===== src/rtl/operand_issue.sv =====
// operand_issue: decodes register usage of an RV64I instruction, tracks
// in-flight destinations in a busy scoreboard, stalls on RAW/WAW hazards,
// resolves source operands (with writeback bypass) and holds the issued
// bundle in a one-entry output register under valid/ready handshaking.
module operand_issue #(
  parameter int XLEN  = 64,
  parameter int NREGS = 32
) (
  input  logic            i_clk,
  input  logic            i_reset,
  input  logic            i_valid,
  output logic            o_ready,
  input  logic [31:0]     i_instr,
  input  logic [XLEN-1:0] i_pc,
  output logic [4:0]      o_rs1_addr,
  output logic [4:0]      o_rs2_addr,
  input  logic [XLEN-1:0] i_rs1_value,
  input  logic [XLEN-1:0] i_rs2_value,
  input  logic            i_wb_valid,
  input  logic [4:0]      i_wb_rd,
  input  logic [XLEN-1:0] i_wb_data,
  output logic            o_valid,
  input  logic            i_ready,
  output logic [31:0]     o_instr,
  output logic [XLEN-1:0] o_pc,
  output logic [XLEN-1:0] o_rs1_val,
  output logic [XLEN-1:0] o_rs2_val,
  output logic [4:0]      o_rd,
  output logic            o_rd_we,
  input  logic            i_flush
);

  localparam logic [6:0] OP_LUI    = 7'b0110111;
  localparam logic [6:0] OP_AUIPC  = 7'b0010111;
  localparam logic [6:0] OP_JAL    = 7'b1101111;
  localparam logic [6:0] OP_JALR   = 7'b1100111;
  localparam logic [6:0] OP_LOAD   = 7'b0000011;
  localparam logic [6:0] OP_IMM    = 7'b0010011;
  localparam logic [6:0] OP_IMM32  = 7'b0011011;
  localparam logic [6:0] OP_BRANCH = 7'b1100011;
  localparam logic [6:0] OP_STORE  = 7'b0100011;
  localparam logic [6:0] OP_OP     = 7'b0110011;
  localparam logic [6:0] OP_OP32   = 7'b0111011;

  // x0 is never busy, so the scoreboard only stores indices 1..NREGS-1
  logic [NREGS-1:1] busy_q;

  logic [4:0]      rs1, rs2, rd;
  logic            use_rs1, use_rs2, use_rd;
  logic            hazard;
  logic            accept, issue;
  logic [XLEN-1:0] rs1_sel, rs2_sel;

  assign rs1        = i_instr[19:15];
  assign rs2        = i_instr[24:20];
  assign rd         = i_instr[11:7];
  assign o_rs1_addr = rs1;
  assign o_rs2_addr = rs2;

  // Scoreboard lookup for a 5-bit index; indices outside 1..NREGS-1 are never busy
  function automatic logic busy_of(input logic [NREGS-1:1] b, input logic [4:0] idx);
    logic hit;
    hit = 1'b0;
    for (int i = 1; i < NREGS; i++) begin
      if (idx == 5'(i)) hit = b[i];
    end
    return hit;
  endfunction

  // A nonzero index is pending if busy without a releasing writeback this
  // cycle, or if it is the destination of the bundle currently held
  function automatic logic pending(input logic [NREGS-1:1] b, input logic [4:0] idx,
                                   input logic wbv, input logic [4:0] wbrd,
                                   input logic hv, input logic hwe, input logic [4:0] hrd);
    return (idx != 5'd0) &&
           ((busy_of(b, idx) && !(wbv && wbrd == idx)) || (hv && hwe && hrd == idx));
  endfunction

  // Opcode decode into register-usage flags
  always_comb begin
    // NOTE: every always_comb output gets a default first so no path can infer a latch.
    use_rs1 = 1'b0;
    use_rs2 = 1'b0;
    use_rd  = 1'b0;
    case (i_instr[6:0])
      OP_LUI, OP_AUIPC, OP_JAL: use_rd = 1'b1;
      OP_JALR, OP_LOAD, OP_IMM, OP_IMM32: begin
        use_rs1 = 1'b1;
        use_rd  = 1'b1;
      end
      OP_BRANCH, OP_STORE: begin
        use_rs1 = 1'b1;
        use_rs2 = 1'b1;
      end
      OP_OP, OP_OP32: begin
        use_rs1 = 1'b1;
        use_rs2 = 1'b1;
        use_rd  = 1'b1;
      end
      default: ;
    endcase
  end

  // Hazard detection, handshake and operand selection with writeback bypass
  always_comb begin
    hazard = (use_rs1 && pending(busy_q, rs1, i_wb_valid, i_wb_rd, o_valid, o_rd_we, o_rd)) ||
             (use_rs2 && pending(busy_q, rs2, i_wb_valid, i_wb_rd, o_valid, o_rd_we, o_rd)) ||
             (use_rd  && pending(busy_q, rd,  i_wb_valid, i_wb_rd, o_valid, o_rd_we, o_rd));
    o_ready = !i_reset && !i_flush && !hazard && (!o_valid || i_ready);
    accept  = i_valid && o_ready;
    issue   = o_valid && i_ready && !i_flush;

    if (!use_rs1 || rs1 == 5'd0)          rs1_sel = '0;
    else if (i_wb_valid && i_wb_rd == rs1) rs1_sel = i_wb_data;
    else                                   rs1_sel = i_rs1_value;

    if (!use_rs2 || rs2 == 5'd0)          rs2_sel = '0;
    else if (i_wb_valid && i_wb_rd == rs2) rs2_sel = i_wb_data;
    else                                   rs2_sel = i_rs2_value;
  end

  // Output bundle register: load on accept, drop on issue or flush
  always_ff @(posedge i_clk or posedge i_reset) begin
    if (i_reset) begin
      // NOTE: sequential state uses non-blocking assignments only, so every flop samples pre-edge values.
      o_valid   <= 1'b0;
      o_instr   <= '0;
      o_pc      <= '0;
      o_rs1_val <= '0;
      o_rs2_val <= '0;
      o_rd      <= '0;
      o_rd_we   <= 1'b0;
    end else if (accept) begin
      o_valid   <= 1'b1;
      o_instr   <= i_instr;
      o_pc      <= i_pc;
      o_rs1_val <= rs1_sel;
      o_rs2_val <= rs2_sel;
      o_rd      <= use_rd ? rd : 5'd0;
      o_rd_we   <= use_rd && (rd != 5'd0);
    end else if (issue || i_flush) begin
      o_valid <= 1'b0;
    end
  end

  // Busy scoreboard: writeback clears, issue sets, set wins on a collision
  always_ff @(posedge i_clk or posedge i_reset) begin
    if (i_reset) begin
      // NOTE: the scoreboard is a small flop vector, not a RAM, so it is reset along with the bundle.
      busy_q <= '0;
    end else begin
      for (int i = 1; i < NREGS; i++) begin
        if (issue && o_rd_we && o_rd == 5'(i))
          busy_q[i] <= 1'b1;
        else if (i_wb_valid && i_wb_rd == 5'(i))
          busy_q[i] <= 1'b0;
      end
    end
  end

endmodule


===== config.mk =====
export PLATFORM = sky130hd
export DESIGN_NAME = operand_issue
export DESIGN_NICKNAME = d
export VERILOG_FILES = /design/src/rtl/operand_issue.sv
export SDC_FILE = /design/constraint.sdc
export NUM_CORES = 1
export LEC_CHECK = 0
export CAP_MARGIN = 20
export CORE_MARGIN = 10
export CORE_UTILIZATION = 35
export CTS_CLUSTER_DIAMETER = 50
export DETAILED_ROUTE_END_ITERATION = 7
export PLACE_DENSITY = 0.77
export SKIP_LAST_GASP = 1
export SYNTH_ARGS = -nofsm -noshare
export SYNTH_HDL_FRONTEND = slang
export SYNTH_SLANG_ARGS = --single-unit

===== constraint.sdc =====
create_clock -name i_clk -period 9.65 [get_ports i_clk]
set_clock_uncertainty 0.2 [all_clocks]
set_input_delay 2.4125 -clock i_clk [delete_from_list [all_inputs] [get_ports i_clk]]
set_output_delay 2.4125 -clock i_clk [all_outputs]
set_load 0.1 [all_outputs]

==> summary.md, run 1 <==
| Metric | Value |
|---|---|
| PD cells | 200 nW/µm² |
| Slowest-stage cell, CP | clkdlybuf4s50_1 |
| R2R cell count | 9 |
| DR top layer | met4 |
| Crit path largest cell delay | 0.89 ns |
| Max Fclk | 0.122 GHz |
| Placer's final routability congestion estimate | approximately 0.94 |
| Post-route ant nets | 0 |
| Delay-heaviest family, CP | buffers and inverters |
| Hold Path Class | flip-flop to flip-flop |
| DRC viols | 0 |
| # clock sinks | 262 |
| Worst hold path stage count | 1 |
| Layout Nets | about 2.2k |
| Sequential share of the synthesized area | 47.7% |
| MaxCap Viol Count | 0 |
| Synthesized area per cell | 9.87 µm² |
| CTS root buf | clkbuf_16 |
| Number of global-route vias before repair | between 10k and 15k |
| WP data arrival | 5.61 ns |
| WL met3 | 5730 µm |
| Hold Slack | 0.282 ns |
| Tcrit/Tclk final | between 80% and 90% |
| TNS Setup | 0 ns |
| Worst slew margin | 26.3% |
| Crit end category | output pin |
| Final Hold Fails | 0 |
| RSZ-0062 raised after global routing | no |
| Outcome | finished clean |
| I/O Buffers | 540 |
| Max FO, Critical Path | 15 |
| Clk slew on worst S/H paths | 0.05 ns |
| First-pass GRT wire length | 83900 µm |
| # IOs | 541 |
| Clk buf depth | 3 |
| Die Ht | 218 µm |
| Synth Cell Area | 13800 µm² |
| Distinct cell type count after synthesis | 63 |
| Worst Path Required | 7.04 ns |
| # Post-CTS Setup Buffers | 0 |
| CP Class | primary input to output pin |
| Tmin final | 8.23 ns |
| Synth Net Count | 1693 |
| H-Tree Depth | 2 |
| Crit path top cell by count | buf_4 |
| Gate Count Post-Synth | 1394 |
| Row count | 72 |
| Post-DP HPWL | about 42000 µm |
| Start point of the worst hold path | o_pc[49] |
| Layout cell share with drive strength beyond 1 | under 10% |
| Initial Util | between 30% and 40% |
| Fin. max-slew vios | 0 |
| Post-synthesis register bit count | 262 |
| Die Wd | approximately 220 µm |
| Ys Warns | 0 |
| Area grow syn2layout | 51.2% |
| CTS tree | built |
| Most used DFF post-synth | dfrtp_1 |
| Largest net degree at the start of global routing | 140 |
| Total vias in the final route | 12.9k |
| Worst R2R Setup Slack | around 6 ns |
| Post_cts resized | 0 |
| Vias per cell | 5.32 |
| GRT Overall Usage | 23.0% |
| Least-Margin Pin Slew | 1.10 ns |
| Endpoints failing setup | 0 |
| Layout fillers | 3356 |
| Post-DP Area | 19500 µm² |
| EDFF count, synth | 0 |
| CP Buf/Inv Count | 3 |
| Register Area | about 6600 µm² |
| Peak VDD IR | 0.189 mV |
| GRT overflow | 0 |
| Startpoint Class | primary input |
| P_leak | 8.93 nW |
| Cts hold-fix bufs | 0 |
| Reg2reg start | busy_q[26] |
| Clock insertion delay at the later pin of the skew report | 0.56 ns |
| Ys async rst share | 100% |
| DRT Pass-1 Iters | 5 |
| Final Power | 4.15 mW |
| Met2 WL | 28300 µm |
| Die area | approximately 48000 µm² |
| Total clock buffers created by CTS | 38 |
| Crit-path cells | clkdlybuf4s50_1 > buf_4 > mux2_1 > a221oi_1 > a211o_1 > a31oi_1 > a211oi_1 > o211ai_1 > nor4_1 > buf_4 |
| Post-Route WL | 57700 µm |
| CORE AREA | 38700 µm² |
| Final instance area | around 21000 µm² |
| Starting DRT DRC Count | between 900 and 1k |
| Antenna violations before repair | 1 |
| Multi-input gate area | 6610 µm² |
| Hold endpoint | o_pc[49] |
| Metal-1 WL | 21300 µm |
| Reg2reg end | o_rs2_val[5] |
| Detailed-route wire length per cell | between 20 and 25 µm |
==> metrics by stage <==
| stage | instances | setup slack (ns) | util, % |
|---|---|---|---|
| 6_report | 2426 | 1.42 | 53.7 |
| 4_1_cts | 2423 | 1.41 | 53.7 |
| 3_3_place_gp | 2354 | 1.43 | 50.3 |
| 3_5_place_dp | 2354 | 1.42 | 50.3 |
| 2_1_floorplan | 1394 | 0.398 | - |
| 5_1_grt | 2424 | 1.21 | 53.7 |
==> worst reg2reg max path: cells and delay by family, from the launching register on <==
kind / cells / cell delay, ns
compound gates: 4 / 1.03
buf+inv: 1 / 0.48
flops: 1 / 0.48
mux: 1 / 0.60
simple gates: 3 / 0.74
==> power breakdown <==
part | leakage (nW) | switching (mW) | internal, mW
sequential | 3.45 | 0.0629 | 1.21
clock | 0.646 | 0.533 | 0.906
combinational | 4.84 | 1.06 | 0.383
==> kinds of logic after synthesis <==
family / synth area share, %
AOI/OAI and AO/OA: 12.4
xor gates and xnor gates: 1.91
buffers and inverters: 4.74
DFF: 47.7
muxes: 19.8
and+or+nand+nor: 13.6
==> worst max-delay path by stage <==
stage,startpoint,to,cells past startpoint
2_1_floorplan,i_instr[8],o_ready,8
3_3_place_gp,i_instr[0],o_ready,10
3_5_place_dp,i_instr[21],o_ready,10
4_1_cts,i_instr[21],o_ready,10
5_1_grt,i_instr[0],o_ready,10
6_report,i_instr[21],o_ready,10
==> layout by cell type, fill, tap and decap left out, types with 4 or more instances in the layout <==
master	Yosys	final
a21o_1	4	4
a21oi_1	142	142
a221oi_1	6	6
a22oi_1	4	4
a31oi_1	6	6
buf_4	29	16
clkbuf_1	61	8
clkbuf_16	0	41
clkbuf_8	0	6
clkdlybuf4s50_1	0	539
clkinv_4	0	5
dfrtp_1	262	262
inv_1	23	22
mux2_1	227	227
mux2i_1	11	11
nand2_1	297	297
nand2b_1	12	12
nand3_1	17	15
nand3b_1	12	12
nand4_1	8	8
nor2_1	31	31
nor2b_1	11	11
nor3_1	10	10
nor3b_1	4	4
nor4_1	5	5
o211ai_1	5	5
o21ai_0	81	81
or3_1	5	5
xnor2_1	19	19
xor2_1	11	11
==> synthesized netlist by cell type, drive strengths merged (4+ instances only) <==
master / number / area share [%]
buf: 55 / 2.4
o211ai: 5 / 0.27
a21o: 4 / 0.22
nor2: 31 / 0.85
mux2i: 11 / 0.80
clkbuf: 61 / 1.7
nand2: 297 / 8.1
nor4: 5 / 0.23
nand2b: 12 / 0.55
nor2b: 11 / 0.50
xnor2: 19 / 1.2
nand4: 8 / 0.36
nor3: 10 / 0.36
dfrtp: 262 / 48
nand3: 17 / 0.62
mux2: 230 / 19
a22oi: 4 / 0.22
or3: 5 / 0.23
nand3b: 12 / 0.65
inv: 23 / 0.63
a31oi: 6 / 0.27
a221oi: 6 / 0.38
a21oi: 142 / 5.2
o21ai: 83 / 3.0
nor3b: 4 / 0.22
xor2: 11 / 0.70
==> area by class of cell <==
type | count | area share [%]
tap | 518 | 3.12
timing repair buffer | 558 | 26.8
antenna | 3 | 0.0361
multi-input combinational | 993 | 31.8
clock inverter | 14 | 0.842
sequential | 262 | 31.5
inverter | 23 | 0.433
clock buffer | 55 | 5.47
==> per-layer routing <==
layer / global-route usage [%] / up-vias
li1: - / 5837
met1: 25.8 / 6343
met2: 38.7 / 605
met3: 8.34 / 123
met4: 9.95 / 0
met5: 0 / -
==> sequential cells by signal, summed over array words and instances (netlist names) <==
register / count
o_pc: 64
busy_q: 31
o_rd: 5
o_rd_we: 1
o_rs1_val: 64
o_rs2_val: 64
o_valid: 1
o_instr: 32
Power figures use the tool's default switching activity.
==> run 2: changes to the inputs <==
CORE_AREA = 10 10 203 205   (was default)
CORE_MARGIN = default   (was 10)
CORE_UTILIZATION = default   (was 35)
DIE_AREA = 0 0 213 215   (was default)
PLACE_DENSITY = 0.81   (was 0.77)
==> run 2 against run 1 <==
Highest routed layer unchanged. Clock-buffer cell count decreased by 5. Power decreased by 2.4%. Core utilization increased by 1.7 points. Combinational power about the same. Die area decreased by 3.9%. Largest cell class unchanged. Sequential cell count unchanged. Routed wire length decreased by 2.1%. Sequential share of layout area increased by 0.25 points. Design area decreased by 0.80%. Critical path depth decreased by 3. Setup slack got worse by 0.14 ns. Clock power decreased by 7%. Critical path type unchanged.
==> summary.md, run 2 (same netlist as run 1, synthesis figures left out) <==
| Metric | Value |
|---|---|
| Outcome | finished clean (unchanged) |
| Layout fillers | 3122 (was 3356) |
| Regs by FF count | o_pc (64), o_rs1_val (64), o_rs2_val (64) (unchanged) |
| GRT overflow | 0 (unchanged) |
| Register Area | 6560 µm² (unchanged) |
| R2R cell count | 9 (unchanged) |
| Vias per cell | 5.46 (was 5.32) |
| Starting DRT DRC Count | 984 (was 963) |
| Worst hold path stage count | 1 (unchanged) |
| CTS root buf | clkbuf_16 (unchanged) |
| CP Buf/Inv Count | 3 (unchanged) |
| Worst R2R Setup Slack | 5.95 ns (was 5.99 ns) |
| Cts hold-fix bufs | 0 (unchanged) |
| Clock insertion delay at the later pin of the skew report | 0.54 ns (was 0.56 ns) |
| Post-DP Area | 19400 µm² (was 19500 µm²) |
| CTS tree | built (unchanged) |
| Startpoint Class | primary input (unchanged) |
| Crit-path cells | clkdlybuf4s50_1 > or3_1 > o311ai_4 > buf_4 > a311oi_1 > nor4_1 > buf_4 (was clkdlybuf4s50_1 > buf_4 > mux2_1 > a221oi_1 > a211o_1 > a31oi_1 > a211oi_1 > o211ai_1 > nor4_1 > buf_4) |
| Max FO, Critical Path | 65 (was 15) |
| Area grow syn2layout | 50.0% (was 51.2%) |
| # Post-CTS Setup Buffers | 0 (unchanged) |
| # clock sinks | 262 (unchanged) |
| Hold endpoint | o_rs2_val[59] (was o_pc[49]) |
| Hold Path Class | flip-flop to flip-flop (unchanged) |
| Reg2reg end | o_pc[13] (was o_rs2_val[5]) |
| GRT Overall Usage | 23.8% (was 23.0%) |
| Layout cell share with drive strength beyond 1 | 4.84% (was 5.04%) |
| Initial Util | 37.0% (was 35.5%) |
| Row count | 71 (was 72) |
| Tmin final | 8.36 ns (was 8.23 ns) |
| Multi-input gate area | 6610 µm² (unchanged) |
| Die area | 45800 µm² (was 47600 µm²) |
| PD cells | 197 nW/µm² (was 200 nW/µm²) |
| Max Fclk | 0.120 GHz (was 0.122 GHz) |
| Worst path depth | 7 (was 10) |
| Crit path top cell by count | buf_4 (unchanged) |
| CORE AREA | 37200 µm² (was 38700 µm²) |
| CP Class | primary input to output pin (unchanged) |
| Reg2reg start | busy_q[18] (was busy_q[26]) |
| Largest net degree at the start of global routing | 166 (was 140) |
| Most frequent cells in the layout | 539 x clkdlybuf4s50_1, 297 x nand2_1, 262 x dfrtp_1, 227 x mux2_1, 142 x a21oi_1 (unchanged) |
| Die Wd | 213 µm (was 218 µm) |
| Slowest-stage cell, CP | clkdlybuf4s50_1 (unchanged) |
| Post-Route WL | 56500 µm (was 57700 µm) |
| Start point of the worst hold path | o_rs2_val[59] (was o_pc[49]) |
| Total vias in the final route | 13.0k (was 12.9k) |
| Final std cells w/o fill | 2377 (was 2426) |
| First-pass GRT wire length | 83800 µm (was 83900 µm) |
| Least-Margin Pin Slew | 1.22 ns (was 1.10 ns) |
| Commonest non-fill, non-tap cell in the layout | clkdlybuf4s50_1 (unchanged) |
| WP data arrival | 5.75 ns (was 5.61 ns) |
| Clk slew on worst S/H paths | 0.05 ns (about the same) |
| Fin. max-slew vios | 0 (unchanged) |
| Post_cts resized | 0 (unchanged) |
| Endpoints failing setup | 0 (unchanged) |
| Post-DP HPWL | 41200 µm (was 42100 µm) |
| Peak VDD IR | 0.231 mV (was 0.189 mV) |
| DRT Pass-1 Iters | 5 (unchanged) |
| H-Tree Depth | 2 (unchanged) |
| Placer's final routability congestion estimate | 0.961 (was 0.942) |
| Tcrit/Tclk final | 86.7% (was 85.2%) |
| Die Ht | 215 µm (was 218 µm) |
| Total clock buffers created by CTS | 37 (was 38) |
| Detailed-route wire length per cell | 23.8 µm (about the same) |
| DRC viols | 0 (unchanged) |
| Final Hold Fails | 0 (unchanged) |
| Antenna violations before repair | 3 (was 1) |
| # IOs | 541 (unchanged) |
| Final instance area | 20600 µm² (was 20800 µm²) |
| Crit end category | output pin (unchanged) |
| MaxCap Viol Count | 0 (unchanged) |
| Number of global-route vias before repair | 13.4k (was 13.2k) |
| Worst Path Required | 7.04 ns (about the same) |
| Clk buf depth | 3 (unchanged) |
| Worst slew margin | 17.8% (was 26.3%) |
| RSZ-0062 raised after global routing | no (unchanged) |
| I/O Buffers | 540 (unchanged) |
| Post-route ant nets | 0 (unchanged) |
| P_leak | 8.87 nW (was 8.93 nW) |
| Layout Nets | 2175 (unchanged) |
| Placed Cells | 2311 (was 2354) |
| Crit path largest cell delay | 0.82 ns (was 0.89 ns) |
| TNS Setup | 0 ns (unchanged) |
| Delay-heaviest family, CP | buffers and inverters (unchanged) |
-- run 2: cell types whose count changed in the layout (fill, tap and decap cells not counted) --
| cell | before | now |
|---|---|---|
| clkbuf_16 | 41 | 37 |
| clkinv_4 | 5 | 1 |
| buf_2 | 0 | 1 |
| clkinvlp_4 | 1 | 4 |
| clkbuf_1 | 8 | 7 |
-- run 2: stage by stage --
stage / worst slack [ns] / hold slack (ns) / total power [mW] / utilization, %
floorplan: 0.398 / 0.290 / 2.28 / -
global placement: 1.17 / 0.266 / 2.72 / 52.2
detailed placement: 1.22 / 0.274 / 2.73 / 52.2
CTS: 1.22 / 0.285 / 4.10 / 55.4
global route: 1.12 / 0.296 / 4.19 / 55.4
finish: 1.29 / 0.281 / 4.06 / 55.4
-- run 2: worst max path at each step --
| stage | from | to |
|---|---|---|
| final | i_instr[20] | o_ready |
| after global routing | i_instr[20] | o_ready |
| after CTS | i_instr[20] | o_ready |
| after detailed placement | i_instr[20] | o_ready |
| after global placement | i_instr[20] | o_ready |
| after floorplan | i_instr[8] | o_ready |
-- run 2: layer usage --
metal  vias to the layer above  GRT usage, %  part of all wire [%]
li1                       5813             -                     -
met1                      6370          26.6                    37
met2                       653          40.0                    49
met3                       140          8.12                    10
met4                         0          10.9                   4.4
met5                         -             0                     0
-- run 2: area by class of cell --
class / count / share of cell area, %
Clock inverter: 13 / 0.788
Inverter: 23 / 0.437
Antenna cell: 3 / 0.0364
Timing Repair Buffer: 559 / 27.0
Sequential cell: 262 / 31.8
Multi-Input combinational cell: 993 / 32.0
Tap cell: 474 / 2.87
Clock buffer: 50 / 5.02
-- run 2: report_power, final --
part / total, mW / internal (mW) / switching, mW
clock network: 1.34 / 0.832 / 0.512
logic: 1.45 / 0.383 / 1.06
registers: 1.27 / 1.21 / 0.0603
total: 4.06 / 2.42 / 1.64
-- run 2: worst register-to-register path, stage by stage (launching register included) --
cell	delay, ns
dfrtp_1	0.50
nor2b_1	0.21
a21o_1	0.19
a311oi_1	0.34
nor3_1	0.10
o31ai_1	0.26
o211ai_1	0.20
nor4b_4	0.45
buf_12	0.47
mux2_1	0.63
==> run 3: changes to the inputs <==
CORE_AREA = default   (was 10 10 203 205)
CORE_ASPECT_RATIO = 0.5   (was default)
CORE_MARGIN = 10   (was default)
CORE_UTILIZATION = 40   (was default)
DIE_AREA = default   (was 0 0 213 215)
PLACE_DENSITY = 0.85   (was 0.81)
==> run 3 against run 2 <==
Design area fell by 0.95%. Die area is 6.8% lower. Sequential cell count is the same. Sequential power about the same. Sequential share of layout area up 0.30 points. Largest power group unchanged. Via count hardly changed. Non-clock buffer count unchanged.
==> summary.md, run 3 (same netlist as run 1, synthesis figures left out) <==
| Metric | Value |
|---|---|
| Outcome | finished clean (unchanged) |
| Startpoint Class | primary input (unchanged) |
| Placer's final routability congestion estimate | 0.965 (was 0.961) |
| Slowest-stage cell, CP | clkdlybuf4s50_1 (unchanged) |
| Most frequent cells in the layout | 539 x clkdlybuf4s50_1, 297 x nand2_1, 262 x dfrtp_1, 227 x mux2_1, 142 x a21oi_1 (unchanged) |
| Endpoints failing setup | 0 (unchanged) |
| DRC viols | 0 (unchanged) |
| Area grow syn2layout | 48.5% (was 50.0%) |
| Reg2reg end | o_rs2_val[56] (was o_pc[13]) |
| RSZ-0062 raised after global routing | no (unchanged) |
| WP data arrival | 5.75 ns (about the same) |
| GRT overflow | 0 (unchanged) |
| Worst Path Required | 7.04 ns (about the same) |
| Final Power | 3.91 mW (was 4.06 mW) |
| Antenna violations before repair | 4 (was 3) |
| # Post-CTS Setup Buffers | 0 (unchanged) |
| Start point of the worst hold path | o_instr[16] (was o_rs2_val[59]) |
| P_leak | 8.79 nW (was 8.87 nW) |
| Clock insertion delay at the later pin of the skew report | 0.57 ns (was 0.54 ns) |
| Die area | 42700 µm² (was 45800 µm²) |
| Cts hold-fix bufs | 0 (unchanged) |
| Initial Util | 41.1% (was 37.0%) |
| R2R cell count | 9 (unchanged) |
| H-Tree Depth | 1 (was 2) |
| Post-route ant nets | 0 (unchanged) |
| First-pass GRT wire length | 84100 µm (was 83800 µm) |
| Post-Route WL | 58100 µm (was 56500 µm) |
| Detailed-route wire length per cell | 24.9 µm (was 23.8 µm) |
| Number of global-route vias before repair | 13.0k (was 13.4k) |
| Worst R2R Setup Slack | 5.57 ns (was 5.95 ns) |
| Fin. max-slew vios | 0 (unchanged) |
| CTS root buf | clkbuf_16 (unchanged) |
| Final Hold Fails | 0 (unchanged) |
| CORE AREA | 33500 µm² (was 37200 µm²) |
| Largest net degree at the start of global routing | 140 (was 166) |
| GRT Overall Usage | 25.9% (was 23.8%) |
| Regs by FF count | o_pc (64), o_rs1_val (64), o_rs2_val (64) (unchanged) |
| Worst hold path stage count | 1 (unchanged) |
| Clk buf depth | 3 (unchanged) |
| Peak VDD IR | 0.174 mV (was 0.231 mV) |
| Max FO, Critical Path | 24 (was 65) |
| Least-Margin Pin Slew | 1.17 ns (was 1.22 ns) |
| CP startpoint | i_instr[7] (was i_instr[20]) |
| TNS Setup | 0 ns (unchanged) |
| Delay-heaviest family, CP | buffers and inverters (unchanged) |
| Hold endpoint | o_instr[16] (was o_rs2_val[59]) |
| Reg2reg start | busy_q[26] (was busy_q[18]) |
| Post_cts resized | 0 (unchanged) |
| Multi-input gate area | 6610 µm² (unchanged) |
| MaxCap Viol Count | 0 (unchanged) |
| I/O Buffers | 540 (unchanged) |
| Total vias in the final route | 13.0k (about the same) |
| Row count | 47 (was 71) |
| # IOs | 541 (unchanged) |
| Register Area | 6560 µm² (unchanged) |
| Layout cell share with drive strength beyond 1 | 4.39% (was 4.84%) |
| DRT Pass-1 Iters | 5 (unchanged) |
| Die Wd | 282 µm (was 213 µm) |
| Max Fclk | 0.120 GHz (about the same) |
| # clock sinks | 262 (unchanged) |
| Commonest non-fill, non-tap cell in the layout | clkdlybuf4s50_1 (unchanged) |
| Tcrit/Tclk final | 86.6% (was 86.7%) |
| Post-DP HPWL | 43100 µm (was 41200 µm) |
| CTS tree | built (unchanged) |
| Crit path largest cell delay | 1.04 ns (was 0.82 ns) |
| Vias per cell | 5.56 (was 5.46) |
| Crit end category | output pin (unchanged) |
| Hold Path Class | flip-flop to flip-flop (unchanged) |
| PD cells | 192 nW/µm² (was 197 nW/µm²) |
| Tmin final | 8.36 ns (about the same) |
| Starting DRT DRC Count | 1169 (was 984) |
| Crit-path cells | clkdlybuf4s50_1 > inv_1 > a221o_1 > a31oi_1 > nor3_1 > o31ai_1 > o211ai_1 > nor4_1 > buf_4 (was clkdlybuf4s50_1 > or3_1 > o311ai_4 > buf_4 > a311oi_1 > nor4_1 > buf_4) |
| Layout Nets | 2166 (was 2175) |
| CP Buf/Inv Count | 3 (unchanged) |
| CP Class | primary input to output pin (unchanged) |
| Layout fillers | 2657 (was 3122) |
| Clk slew on worst S/H paths | 0.05 ns (about the same) |
| Total clock buffers created by CTS | 28 (was 37) |
| Worst slew margin | 21.8% (was 17.8%) |
| Die Ht | 151 µm (was 215 µm) |
-- run 3: cell types whose count changed in the layout (fill, tap and decap cells not counted), sizes merged --
cell      change
clkbuf       -11
clkinvlp      -2
inv           +2
bufinv        +1
clkinv        -1
-- run 3: cell type report --
| class | instances | area share (%) |
|---|---|---|
| timing repair buffer | 559 | 27.4 |
| clock buffer | 39 | 3.92 |
| clock inverter | 13 | 1.07 |
| antenna | 3 | 0.0367 |
| inverter | 23 | 0.441 |
| multi-input combinational | 993 | 32.3 |
| tap | 441 | 2.70 |
| sequential | 262 | 32.1 |
-- run 3: metal layers --
layer | global-route usage (%) | wire [µm] | vias to the layer above
met4 | 10.2 | 2270 | 0
met3 | 6.54 | 4530 | 133
met1 | 30.0 | 20900 | 6416
li1 | - | - | 5801
met2 | 45.7 | 30300 | 622
met5 | 0 | 0 | -
-- run 3: power breakdown --
part           total, mW  leakage, nW  internal [mW]  switching (mW)
sequential          1.27         3.45           1.20          0.0608
clock               1.20        0.497          0.699           0.497
combinational       1.45         4.85          0.384            1.07
total               3.91         8.79           2.29            1.63
-- run 3: worst max-delay path by stage --
stage,to,slack [ns],cells after the start
finish,o_ready,1.29,9
global route,o_ready,1.08,9
CTS,o_ready,1.30,9
detailed placement,o_ready,1.29,9
global placement,o_ready,1.24,9
floorplan,o_ready,0.40,8
-- run 3: through the flow --
step / worst slack [ns] / instances / cell area (µm²) / util [%] / hold WS [ns]
floorplan: 0.398 / 1394 / 13800 / - / 0.290
global placement: 1.24 / 2277 / 19400 / 57.9 / 0.266
detailed placement: 1.29 / 2277 / 19400 / 57.9 / 0.274
CTS: 1.30 / 2329 / 20400 / 61.0 / 0.288
global route: 1.08 / 2333 / 20400 / 61.1 / 0.296
finish: 1.29 / 2333 / 20400 / 61.1 / 0.282
